**config.mk**
```make
export PLATFORM = sky130hd
export DESIGN_NAME = bsort_ctrl_flat
export DESIGN_NICKNAME = d
export VERILOG_FILES = /design/src/rtl/bsort_ctrl_if.sv /design/src/rtl/bsort_ctrl.sv /design/src/flat_wrapper.sv
export SDC_FILE = /design/constraint.sdc
export NUM_CORES = 1
export LEC_CHECK = 0
export BUFFER_PORTS_ARGS = -buffer_cell sky130_fd_sc_hd__clkbuf_2
export CAP_MARGIN = 20
export CORE_MARGIN = 4
export CORE_UTILIZATION = 41
export DETAILED_ROUTE_END_ITERATION = 10
export GPL_ROUTABILITY_DRIVEN = 0
export MAX_ROUTING_LAYER = met4
export PLACE_DENSITY_LB_ADDON = 0.1
export SKIP_LAST_GASP = 1
export SLEW_MARGIN = 20
export SYNTH_ARGS = -nofsm -noshare
export SYNTH_HDL_FRONTEND = slang
export SYNTH_SLANG_ARGS = --single-unit
```
**constraint.sdc**
```tcl
create_clock -name clk -period 3.3 [get_ports clk]
set_input_delay 0.165 -clock clk [delete_from_list [all_inputs] [get_ports clk]]
set_output_delay 0.165 -clock clk [all_outputs]
set_load 0.005 [all_outputs]
```
**src/rtl/bsort_ctrl_if.sv**
```systemverilog
// rtl/bsort_ctrl_if.sv - controller-to-datapath handshake and strobe bundle
// in_valid/in_ready/wr_en : load stream into arr[addr]
// cmp_gt/swap_en          : compare arr[addr] > arr[addr+1], swap strobe
// out_valid/out_ready     : unload stream of arr[addr]
// addr                    : shared array index
interface bsort_ctrl_if #(
    parameter int AW = 4
) ();
    logic          in_valid;
    logic          in_ready;
    logic          wr_en;
    logic          cmp_gt;
    logic          swap_en;
    logic          out_valid;
    logic          out_ready;
    logic [AW-1:0] addr;

    modport master (
        input  in_valid, cmp_gt, out_ready,
        output in_ready, wr_en, swap_en, out_valid, addr
    );

    modport slave (
        output in_valid, cmp_gt, out_ready,
        input  in_ready, wr_en, swap_en, out_valid, addr
    );
endinterface

```
**src/rtl/bsort_ctrl.sv**
```systemverilog
// rtl/bsort_ctrl.sv - bubble-sort sequencing controller (load, compare passes, unload)
// clk, rst     : clock, asynchronous active-high reset
// start        : job request, sampled in IDLE only
// dp           : datapath handshake/strobe bundle (master side)
// busy         : high in LOAD, CMP, UNLOAD
// sorting_done : one-cycle pulse after the last unload beat
// cycle_count  : busy cycles of the last/current job, saturating
// pass_count   : compare passes of the last/current job, saturating
module bsort_ctrl #(
    parameter int SIZE = 15,
    parameter int AW   = 4,
    parameter int CW   = 16
) (
    input  logic            clk,
    input  logic            rst,
    input  logic            start,
    bsort_ctrl_if.master    dp,
    output logic            busy,
    output logic            sorting_done,
    output logic [CW-1:0]   cycle_count,
    output logic [AW-1:0]   pass_count
);

    typedef enum logic [2:0] {
        S_IDLE,
        S_LOAD,
        S_CMP,
        S_UNLOAD,
        S_DONE
    } state_t;

    localparam logic [AW-1:0] LAST_IDX = AW'(SIZE - 1);
    localparam logic [CW-1:0] CYC_MAX  = {CW{1'b1}};
    localparam logic [AW-1:0] PASS_MAX = {AW{1'b1}};

    state_t        state, state_nxt;
    logic [AW-1:0] addr_q, addr_nxt;
    logic [AW-1:0] limit_q, limit_nxt;
    logic          swapped_q, swapped_nxt;
    logic [CW-1:0] cyc_nxt;
    logic [AW-1:0] pass_nxt;
    logic          swap_any;

    always_ff @(posedge clk or posedge rst) begin
        if (rst) begin
            state       <= S_IDLE;
            addr_q      <= '0;
            limit_q     <= '0;
            swapped_q   <= 1'b0;
            cycle_count <= '0;
            pass_count  <= '0;
        end else begin
            state       <= state_nxt;
            addr_q      <= addr_nxt;
            limit_q     <= limit_nxt;
            swapped_q   <= swapped_nxt;
            cycle_count <= cyc_nxt;
            pass_count  <= pass_nxt;
        end
    end

    assign dp.addr = addr_q;

    always_comb begin
        state_nxt    = state;
        addr_nxt     = addr_q;
        limit_nxt    = limit_q;
        swapped_nxt  = swapped_q;
        cyc_nxt      = cycle_count;
        pass_nxt     = pass_count;
        dp.in_ready  = 1'b0;
        dp.wr_en     = 1'b0;
        dp.swap_en   = 1'b0;
        dp.out_valid = 1'b0;
        busy         = 1'b0;
        sorting_done = 1'b0;
        // the current cycle's compare result counts toward the early-exit decision
        swap_any     = swapped_q | dp.cmp_gt;

        case (state)
            S_IDLE: begin
                if (start) begin
                    state_nxt = S_LOAD;
                    addr_nxt  = '0;
                    cyc_nxt   = '0;
                    pass_nxt  = '0;
                end
            end

            S_LOAD: begin
                busy        = 1'b1;
                dp.in_ready = 1'b1;
                dp.wr_en    = dp.in_valid;
                if (dp.in_valid) begin
                    if (addr_q == LAST_IDX) begin
                        state_nxt   = S_CMP;
                        addr_nxt    = '0;
                        limit_nxt   = LAST_IDX;
                        swapped_nxt = 1'b0;
                    end else begin
                        addr_nxt = addr_q + 1'b1;
                    end
                end
            end

            S_CMP: begin
                busy       = 1'b1;
                dp.swap_en = dp.cmp_gt;
                if (addr_q == limit_q - 1'b1) begin
                    if (pass_count != PASS_MAX) begin
                        pass_nxt = pass_count + 1'b1;
                    end
                    addr_nxt = '0;
                    if (!swap_any || limit_q == AW'(1)) begin
                        state_nxt = S_UNLOAD;
                    end else begin
                        limit_nxt   = limit_q - 1'b1;
                        swapped_nxt = 1'b0;
                    end
                end else begin
                    addr_nxt    = addr_q + 1'b1;
                    swapped_nxt = swap_any;
                end
            end

            S_UNLOAD: begin
                busy         = 1'b1;
                dp.out_valid = 1'b1;
                if (dp.out_ready) begin
                    if (addr_q == LAST_IDX) begin
                        state_nxt = S_DONE;
                        addr_nxt  = '0;
                    end else begin
                        addr_nxt = addr_q + 1'b1;
                    end
                end
            end

            S_DONE: begin
                sorting_done = 1'b1;
                state_nxt    = S_IDLE;
            end

            default: begin
                state_nxt = S_IDLE;
            end
        endcase

        if (busy && cycle_count != CYC_MAX) begin
            cyc_nxt = cycle_count + 1'b1;
        end
    end

endmodule

```
**src/flat_wrapper.sv**
```systemverilog
// flat-port wrapper written by rule: the top's interface ports become plain ports
module bsort_ctrl_flat 
#(
    parameter int SIZE = 15,
    parameter int AW   = 4,
    parameter int CW   = 16
)
  (clk, rst, start, busy, sorting_done, cycle_count, pass_count, dp_in_valid, dp_cmp_gt, dp_out_ready, dp_in_ready, dp_wr_en, dp_swap_en, dp_out_valid, dp_addr);
  bsort_ctrl_if #(.AW(AW)) dp_i ();
  input  logic clk;
  input  logic rst;
  input  logic start;
  output logic busy;
  output logic sorting_done;
  output logic [CW-1:0] cycle_count;
  output logic [AW-1:0] pass_count;
  input wire logic [$bits(dp_i.in_valid)-1:0] dp_in_valid;
  input wire logic [$bits(dp_i.cmp_gt)-1:0] dp_cmp_gt;
  input wire logic [$bits(dp_i.out_ready)-1:0] dp_out_ready;
  output wire logic [$bits(dp_i.in_ready)-1:0] dp_in_ready;
  output wire logic [$bits(dp_i.wr_en)-1:0] dp_wr_en;
  output wire logic [$bits(dp_i.swap_en)-1:0] dp_swap_en;
  output wire logic [$bits(dp_i.out_valid)-1:0] dp_out_valid;
  output wire logic [$bits(dp_i.addr)-1:0] dp_addr;
  assign dp_i.in_valid = dp_in_valid;
  assign dp_i.cmp_gt = dp_cmp_gt;
  assign dp_i.out_ready = dp_out_ready;
  assign dp_in_ready = dp_i.in_ready;
  assign dp_wr_en = dp_i.wr_en;
  assign dp_swap_en = dp_i.swap_en;
  assign dp_out_valid = dp_i.out_valid;
  assign dp_addr = dp_i.addr;
  bsort_ctrl #(.SIZE(SIZE), .AW(AW), .CW(CW)) u_core (.clk(clk), .rst(rst), .start(start), .dp(dp_i), .busy(busy), .sorting_done(sorting_done), .cycle_count(cycle_count), .pass_count(pass_count));
endmodule
```
==> impl_metrics.csv, run 1 <==
group,metric,value,unit
outcome,status,"completed",
die,die_w,77.2,microns
clock_tree,numCtsBuffers,5,
logic_synthesis,synth_edf_count,0,
logic_synthesis,synthCells,220,
die,io_pins,36,
timing,min_period,2.02,ns
setup_path,cp-startpoint,"u_core.state[0]$_DFFE_PP0P_",
setup_path,startpoint_type,"register",
layout,final_cell_mix,"clkbuf_2, dfrtp_1, o21ai_0",
power,p_int,1.07,mW
drt,vias,1780,
setup_path,cp_max_fo,15,
power,power,1.89,mW
drt,avgViaCountPerCell,5.67,
layout,regArea,801,sq um
logic_synthesis,yosysWarnings,0,
setup_path,r2r-start,"u_core.state[0]$_DFFE_PP0P_",
die,core_area,0.00450,sq mm
timing,fmax,0.494,GHz
placed_design,port_buffers,35,
timing,setup-violations-final,0,
global_routing,grt_pass1_wl,8.17,mm
clock_tree,cts_tree,"yes",
logic_synthesis,async_flop_share,1.00,
layout,fin_util,0.515,
logic_synthesis,ys_seq_area_frac,0.408,
drt,firstDrtPassIters,4,
die,die_area,0.00596,sq mm
placed_design,placed_cell_area,0.00220,sq mm
drt,drt_iter0_drc,82,
clock_tree,clockRootBuffer,"clkbuf_8",
clock_tree,htreeDepth,2,
layout,n_fill_cell,446,
layout,layout_commonest_cell,"clkbuf_2",
power,p_comb_frac,0.475,
logic_synthesis,synth_cell_types,46,
drt,wl,4.68,mm
layout,multi_input_area,0.00109,sq mm
die,rows,24,
global_routing,grt_max_degree,26,
timing,worst_slew_pin_slew,0.625,ns
timing,finalCritPeriodShare,0.613,
setup_path,r2r-end,"u_core.dp.addr[3]$_DFFE_PP0P_",
timing,rsz0062_at_grt,"false",
placed_design,dp_hpwl,3.43,mm
logic_synthesis,syn_avg_cell_area,8.92,sq um
power,p_sw,823,uW
logic_synthesis,synth-main-ff-cell,"dfrtp_1",
setup_path,critical_path_required,3.47,ns
die,die_h,77.2,microns
power,clkPwrFrac,0.176,
logic_synthesis,syn_nets,232,
drt,ant_nets,0,
global_routing,grt_antenna_before_repair,0,
worst_hold_path,hold_class,"in -> reg",
layout,nNetsFinal,274,
timing,maxSlewViolCount,0,
setup_path,critPathCaptureType,"register",
power,switching_share,0.435,
timing,fin_setup_tns,0,ns
setup_path,setup.worst_path.end,"u_core.dp.addr[3]$_DFFE_PP0P_",
layout,drive_gt1_frac,0.233,
power,power_leakage,1.09,nW
clock_tree,clock-sinks,32,
global_routing,grt.overflow.total,0,
die,initial_utilization,0.436,
power,vdd_ir_drop_max,0.000475,V
timing,hold_violations,0,
setup_path,r2r_cells,4,
timing,max_slew_margin,0.582,
timing,whs,0.128,ns
drt,drc,0,
setup_path,rrSetupSlack,1.28,ns
clock_tree,clockBufferDepth,2,
power,power_density,815,mW/mm^2
timing,clock_skew,0.00508,ns
drt,post_drt_wl_per_cell,14.9,microns
clock_tree,cts.clk_slew.worst_paths,0.06,ns
clock_tree,post_cts_buffers,0,
setup_path,crit_arrival,2.19,ns
logic_synthesis,synth-seq-cells,32,
global_routing,grt_pass1_vias,1724,
layout,antennaDiodeCount,0,
global_routing,grt.total_usage,0.171,
layout,area_growth,18.2,%
power,p_seq_frac,0.349,
job,drv_cap,0,
layout,final_area,0.00232,sq mm
logic_synthesis,netlist_area,0.00196,sq mm
clock_tree,clock_latency,0.28,ns
setup_path,critical_path_class,"reg -> reg",
==> synthesized netlist by cell type (all sizes together) (3+ instances only) <==
library cell,n,share of area
nand2b,3,0.011
xor2,3,0.013
nand3,18,0.046
inv,13,0.025
o221a,3,0.017
o21ai,25,0.064
a21o,3,0.011
nor2,20,0.038
nand2,23,0.044
dfrtp,32,0.41
mux2i,3,0.015
a21oi,6,0.023
ha,6,0.038
xnor2,3,0.013
nand4,7,0.022
nor4,5,0.024
and2,4,0.013
o31ai,4,0.015
or3,5,0.016
a211oi,3,0.011
nor3,6,0.018
nor3b,3,0.017
==> routing by layer <==
| metal | wire, microns | vias to the layer above | share of wire | global-route usage |
|---|---|---|---|---|
| li1 | - | 885 | - | - |
| met2 | 2370 | 40 | 0.51 | 0.294 |
| met5 | 0 | - | 0 | - |
| met3 | 177 | 7 | 0.038 | 0.0386 |
| met1 | 2080 | 848 | 0.45 | 0.201 |
| met4 | 50 | 0 | 0.011 | 0.0498 |
==> through the flow <==
stage	instances	setup WS (ns)
CTS	312	1.28
finish	314	1.28
detailed placement	305	1.29
floorplan	220	1.44
global route	314	1.09
global placement	305	1.31
==> cells by family after synthesis <==
family                   share of synthesized area
AO/OA/AOI/OAI                                0.187
AND/OR/NAND/NOR                              0.266
XOR/XNOR                                    0.0382
adder cells (fa/ha/maj)                     0.0382
buffers and inverters                       0.0351
multiplexers                                0.0268
flip-flops                                   0.408
==> sequential cells by signal (all words and copies together) (netlist names) <==
register,count
u_core.dp.addr,4
u_core.pass_count,4
u_core.cycle_count,16
u_core.state,3
u_core.limit_q,4
u_core.swapped_q,1
==> critical path, stage by stage (launching register included) <==
cell      delay (ns)
dfrtp_1         0.62
mux2_2          0.41
o221ai_1        0.48
nor4_1          0.13
a211o_1         0.28
==> power by group through the flow <==
stage,sequential (mW),clock (mW),combinational (mW)
floorplan,0.614,0,0.682
global placement,0.662,0,0.894
detailed placement,0.666,0,0.898
CTS,0.661,0.335,0.903
finish,0.660,0.332,0.899
global route,0.684,0.358,1.01
==> how the worst min path moves through the flow <==
stage | depth (start not counted) | to | slack (ns) | from
3_3_place_gp | 3 | u_core.swapped_q$_DFFE_PP0P_ | 0.41 | dp_cmp_gt
3_5_place_dp | 2 | u_core.cycle_count[3]$_DFFE_PP0P_ | 0.41 | rst
6_report | 3 | u_core.swapped_q$_DFFE_PP0P_ | 0.13 | dp_cmp_gt
4_1_cts | 2 | u_core.cycle_count[7]$_DFFE_PP0P_ | 0.12 | rst
2_1_floorplan | 1 | u_core.cycle_count[0]$_DFFE_PP0P_ | 0.28 | rst
5_1_grt | 3 | u_core.swapped_q$_DFFE_PP0P_ | 0.14 | dp_cmp_gt
==> repair_timing <==
item | CTS | global route
hold buffers | 0 | 1
hold endpoints to repair | 0 | 12
gates resized for setup | 0 | 0
==> area by class of cell <==
class	instances	share of cell area
multi-input cells	171	0.471
flip-flops and latches	32	0.345
repair buffers	39	0.0928
clock buffers	7	0.0415
well taps	52	0.0280
inverters	13	0.0210
Power figures use the tool's default switching activity.
==> run 2, diff against run 1 <==
Clock period 3.3 ns to 1.8 ns, I/O delays scaled along.
==> run 2 against run 1 <==
Utilization rose by 8.3 points; register-to-register slack got worse by 1.2 ns; final area rose by 16%; global-route usage rose by 1.6 points; critical path type unchanged; critical endpoint is now u_core.limit_q[3]$_DFFE_PP0P_; largest cell class unchanged; largest power group unchanged.
==> impl_metrics.csv, run 2 (same netlist as run 1, synthesis figures left out) <==
group,metric,value,unit
drt,avgViaCountPerCell,5.43,
power,p_comb_frac,0.564,
power,power,4.19,mW
die,rows,24,
layout,regArea,802,sq um
timing,setup-violations-final,0,
clock_tree,numCtsBuffers,5,
drt,vias,1885,
setup_path,cpMaxStageDelayCell,"dfrtp_1",
power,clkPwrFrac,0.183,
layout,multi_input_area,0.00120,sq mm
timing,hold_violations,0,
layout,area_growth,37.3,%
clock_tree,cts_tree,"yes",
timing,worst_slew_pin_slew,0.411,ns
drt,ant_nets,0,
setup_path,crit_arrival,1.94,ns
setup_path,slowest_delay,0.42,ns
die,io_pins,36,
layout,nNetsFinal,306,
setup_path,critical_path_required,1.97,ns
drt,wl_met3,130,microns
layout,final_cell_mix,"clkbuf_2, buf_4, dfrtp_1",
power,p_int,2.52,mW
placed_design,dp_hpwl,3.81,mm
setup_path,startpoint_type,"register",
drt,wl_met2,2.61,mm
timing,clock_skew,0.00629,ns
clock_tree,cts.clk_slew.worst_paths,0.07,ns
die,initial_utilization,0.436,
timing,fin_setup_tns,0,ns
timing,finalCritPeriodShare,0.984,
global_routing,grt_pass1_wl,9.03,mm
layout,antennaDiodeCount,0,
layout,drive_gt1_frac,0.359,
drt,top_layer,"met4",
timing,whs,0.0553,ns
global_routing,grt_antenna_before_repair,0,
power,p_sw,1.67,mW
setup_path,path_cells,"or3b_4 -> a211o_4 -> or3_1 -> o221a_4",
job,drv_cap,0,
power,power_leakage,1.30,nW
clock_tree,clock-sinks,32,
die,core_area,0.00450,sq mm
drt,met1_length,2.20,mm
drt,wl,5.02,mm
global_routing,grt.total_usage,0.187,
power,vdd_ir_drop_max,0.000936,V
layout,n_fill_cell,418,
timing,max_slew_margin,0.726,
global_routing,grt_pass1_vias,1953,
power,p_seq_frac,0.253,
clock_tree,htreeDepth,2,
setup_path,cp_max_fo,5,
clock_tree,clockBufferDepth,2,
timing,maxSlewViolCount,0,
outcome,status,"completed",
drt,post_drt_wl_per_cell,14.5,microns
global_routing,grt_max_degree,33,
setup_path,critical_path_class,"reg -> reg",
clock_tree,clock_latency,0.29,ns
timing,rsz0062_at_grt,"true",
clock_tree,clockRootBuffer,"clkbuf_8",
placed_design,port_buffers,35,
timing,min_period,1.77,ns
layout,largest_register_ffs,16,
drt,drt_iter0_drc,89,
power,power_density,1560,mW/mm^2
die,die_area,0.00596,sq mm
power,switching_share,0.398,
worst_hold_path,hold_class,"in -> reg",
die,die_w,77.2,microns
global_routing,grt.overflow.total,0,
timing,fmax,0.565,GHz
setup_path,critPathCaptureType,"register",
die,die_h,77.2,microns
drt,drc,0,
layout,regMostFlops,"u_core.cycle_count",
drt,firstDrtPassIters,5,
run 2: area by class of cell:
cell class / count / area share
Sequential cell: 32 / 0.298
Tap cell: 52 / 0.0241
Multi-Input combinational cell: 171 / 0.447
Inverter: 13 / 0.0181
Clock inverter: 1 / 0.0111
Timing Repair Buffer: 71 / 0.166
Clock buffer: 7 / 0.0357
run 2: final timing paths:
kind                                             startpoint                                to  slack, ns  cells past startpoint
hold reg to reg            u_core.pass_count[0]$_DFFE_PP0P_  u_core.pass_count[0]$_DFFE_PP0P_       0.54                      1
max in group asynchronous                               rst     u_core.limit_q[2]$_DFFE_PP0P_       1.07                      4
setup / recovery                u_core.state[0]$_DFFE_PP0P_     u_core.limit_q[3]$_DFFE_PP0P_       0.03                      4
setup reg to reg                u_core.state[0]$_DFFE_PP0P_     u_core.limit_q[3]$_DFFE_PP0P_       0.03                      4
hold / removal                                    dp_cmp_gt      u_core.swapped_q$_DFFE_PP0P_       0.06                      3
min in group asynchronous                               rst  u_core.pass_count[2]$_DFFE_PP0P_       0.42                      4
run 2: worst max-delay path: cells and delay by family, from the launching register on:
kind | cells | cell delay (ns)
AOI/OAI and AO/OA | 2 | 0.45
DFF | 1 | 0.42
and+or+nand+nor | 2 | 0.80
run 2: routing by layer:
layer,up-vias,GRT usage
li1,954,-
met1,893,0.208
met2,29,0.338
met3,9,0.0375
met4,0,0.0534
met5,-,-
run 2: stage by stage:
step / cell area, sq um / cells / utilization / setup WS (ns)
4_1_cts: 2600 / 346 / 0.578 / 0.0111
5_1_grt: 2700 / 347 / 0.598 / -0.0240
6_report: 2700 / 347 / 0.598 / 0.0289
2_1_floorplan: 1980 / 220 / - / 0.0174
3_3_place_gp: 2450 / 336 / 0.544 / 0.0139
3_5_place_dp: 2450 / 336 / 0.544 / -0.0450
run 2: repair_timing:
item	in CTS	in global routing
gates resized for setup	3	13
setup endpoints to repair	2	22
buffers inserted	1	1
hold endpoints to repair	32	0
hold buffers	1	0
pin swaps	1	7
run 2: power by group through the flow:
stage / Sequential [mW] / Clock, mW / Combinational [mW]
2_1_floorplan: 1.13 / 0 / 1.30
3_3_place_gp: 1.06 / 0 / 2.18
3_5_place_dp: 1.07 / 0 / 2.20
4_1_cts: 1.05 / 0.793 / 2.24
5_1_grt: 1.09 / 0.822 / 2.63
6_report: 1.06 / 0.769 / 2.36
==> run 3, diff against run 2 <==
Settings changed: ABC_CLOCK_PERIOD_IN_PS from default to 1800, BUFFER_PORTS_ARGS -buffer_cell sky130_fd_sc_hd__clkbuf_2 to default, DONT_BUFFER_PORTS from default to 1, SLEW_MARGIN 20 to default.
==> run 3 against run 2 <==
Routed wire length rose by 1.9%; first-iteration DRC count decreased by 4.5%; sequential share of layout area grew 1.7 points; critical endpoint is now u_core.cycle_count[14]$_DFFE_PP0P_; cell count fell by 7.5%; combinational power is 3% lower; final area is 5.2% lower.
==> impl_metrics.csv, run 3 (same netlist as run 1, synthesis figures left out) <==
group,metric,value,unit
layout,nNetsFinal,280,
clock_tree,clock_latency,0.28,ns
setup_path,rrSetupSlack,0.03,ns
placed_design,port_buffers,0,
layout,antennaDiodeCount,0,
drt,ant_nets,0,
layout,final_area,0.00255,sq mm
setup_path,cp-startpoint,"u_core.cycle_count[1]$_DFFE_PP0P_",
drt,drt_iter0_drc,85,
clock_tree,clockBufferDepth,2,
worst_hold_path,hp-start,"start",
timing,rsz0062_at_grt,"true",
timing,fin_setup_tns,0,ns
clock_tree,clock-sinks,32,
die,rows,24,
timing,timing.final.ws_setup,0.0320,ns
timing,finalCritPeriodShare,0.982,
timing,clock_skew,0.0101,ns
global_routing,grt_pass1_wl,8.49,mm
setup_path,r2r_cells,7,
drt,wl_met3,270,microns
timing,worst_slew_pin_slew,0.435,ns
global_routing,grt_max_degree,33,
worst_hold_path,min_to,"u_core.pass_count[3]$_DFFE_PP0P_",
die,initial_utilization,0.436,
timing,min_period,1.77,ns
drt,firstDrtPassIters,4,
drt,post_drt_wl_per_cell,16.0,microns
timing,setup-violations-final,0,
layout,area_growth,30.1,%
clock_tree,cts.clk_slew.worst_paths,0.07,ns
job,drv_cap,0,
layout,largest_register_ffs,16,
die,core_area,0.00450,sq mm
power,power_density,1540,mW/mm^2
layout,regMostFlops,"u_core.cycle_count",
setup_path,r2r-end,"u_core.cycle_count[14]$_DFFE_PP0P_",
clock_tree,htreeDepth,2,
drt,wl_met2,2.79,mm
power,power_leakage,1.18,nW
global_routing,grt.overflow.total,0,
placed_design,dp_hpwl,3.82,mm
layout,drive_gt1_frac,0.290,
setup_path,crit_arrival,1.95,ns
setup_path,r2r-start,"u_core.cycle_count[1]$_DFFE_PP0P_",
global_routing,grt_antenna_before_repair,0,
global_routing,grt_pass1_vias,1813,
timing,fmax,0.566,GHz
worst_hold_path,hold_depth,2,
outcome,status,"completed",
clock_tree,cts_tree,"yes",
placed_design,post-place-ws,0.00445,ns
timing,maxSlewViolCount,0,
die,die_w,77.2,microns
drt,met1_length,1.99,mm
setup_path,critPathCaptureType,"register",
drt,top_layer,"met4",
drt,vias,1834,
drt,avgViaCountPerCell,5.71,
timing,hold_violations,0,
clock_tree,numCtsBuffers,5,
layout,n_fill_cell,394,
die,io_pins,36,
setup_path,cp_max_fo,3,
setup_path,critical_path_class,"reg -> reg",
power,vdd_ir_drop_max,0.000814,V
clock_tree,clockRootBuffer,"clkbuf_8",
worst_hold_path,hold_class,"in -> reg",
drt,drc,0,
layout,final_cell_mix,"buf_4, dfrtp_1, o21ai_0, nand2_1, nor2_1",
setup_path,critical_path_required,1.99,ns
placed_design,placed_cell_area,0.00234,sq mm
global_routing,grt.total_usage,0.183,
setup_path,startpoint_type,"register",
die,die_area,0.00596,sq mm
layout,layout_commonest_cell,"buf_4",
die,die_h,77.2,microns
timing,max_slew_margin,0.710,
drt,wl,5.12,mm
## run 3: changes by cell type in the layout (fill, tap and decap cells not counted), moves of 2 or more
| cell | delta |
|---|---|
| buf_4 | +8 |
| o21ai_0 | -2 |
| clkinv_2 | +2 |
| o21ai_1 | +2 |
| clkbuf_2 | -35 |
## run 3: what timing repair did
item | CTS | global route
buffers inserted | 0 | 2
endpoints found under the hold margin | 33 | 0
resized for setup | 2 | 16
hold buffers | 2 | 0
pin swaps | 1 | 11
setup endpoints to repair | 2 | 25
## run 3: critical path: stages (launching register included)
cell and delay (ns):
dfrtp_1 0.36, ha_1 0.19, buf_4 0.13, nand3_1 0.14, nor4_1 0.35, nand3_1 0.15, xor2_1 0.16, o21ai_0 0.18
## run 3: routing by layer
layer | track usage | vias to the layer above
met2 | 0.322 | 47
met1 | 0.184 | 875
met5 | - | -
li1 | - | 904
met4 | 0.0712 | 0
met3 | 0.0679 | 8
## run 3: cell type report
type | count | area, sq um | share of cell area
Clock buffer | 6 | 82.6 | 0.0323
Clock inverter | 2 | 10.0 | 0.00392
Inverter | 13 | 48.8 | 0.0191
Multi-Input combinational cell | 171 | 1200 | 0.471
Sequential cell | 32 | 803 | 0.314
Tap cell | 52 | 65.1 | 0.0255
Timing Repair Buffer | 45 | 343 | 0.134
## run 3: worst max-delay path by stage
stage	endpoint	slack [ns]	depth (start not counted)
floorplan	u_core.cycle_count[11]$_DFFE_PP0P_	0.02	6
global placement	u_core.limit_q[3]$_DFFE_PP0P_	0.04	4
detailed placement	u_core.limit_q[2]$_DFFE_PP0P_	0.004	7
CTS	u_core.limit_q[3]$_DFFE_PP0P_	0.006	4
global route	u_core.cycle_count[3]$_DFFE_PP0P_	-0.04	6
finish	u_core.cycle_count[14]$_DFFE_PP0P_	0.03	7
## run 3: power by group
part	switching, mW	internal, mW	leakage [nW]
combinational	1.21	1.08	0.713
clock	0.275	0.305	0.0510
sequential	0.158	0.906	0.416
## run 3: per-stage QoR
step / power [mW] / cells / hold WS, ns / utilization
final: 3.94 / 321 / 0.0998 / 0.567
after detailed placement: 3.17 / 309 / 0.101 / 0.519
after global placement: 3.11 / 309 / 0.0935 / 0.519
after floorplan: 2.43 / 220 / 0.206 / -
after global routing: 4.27 / 321 / 0.0951 / 0.567
after CTS: 3.77 / 319 / 0.0875 / 0.544
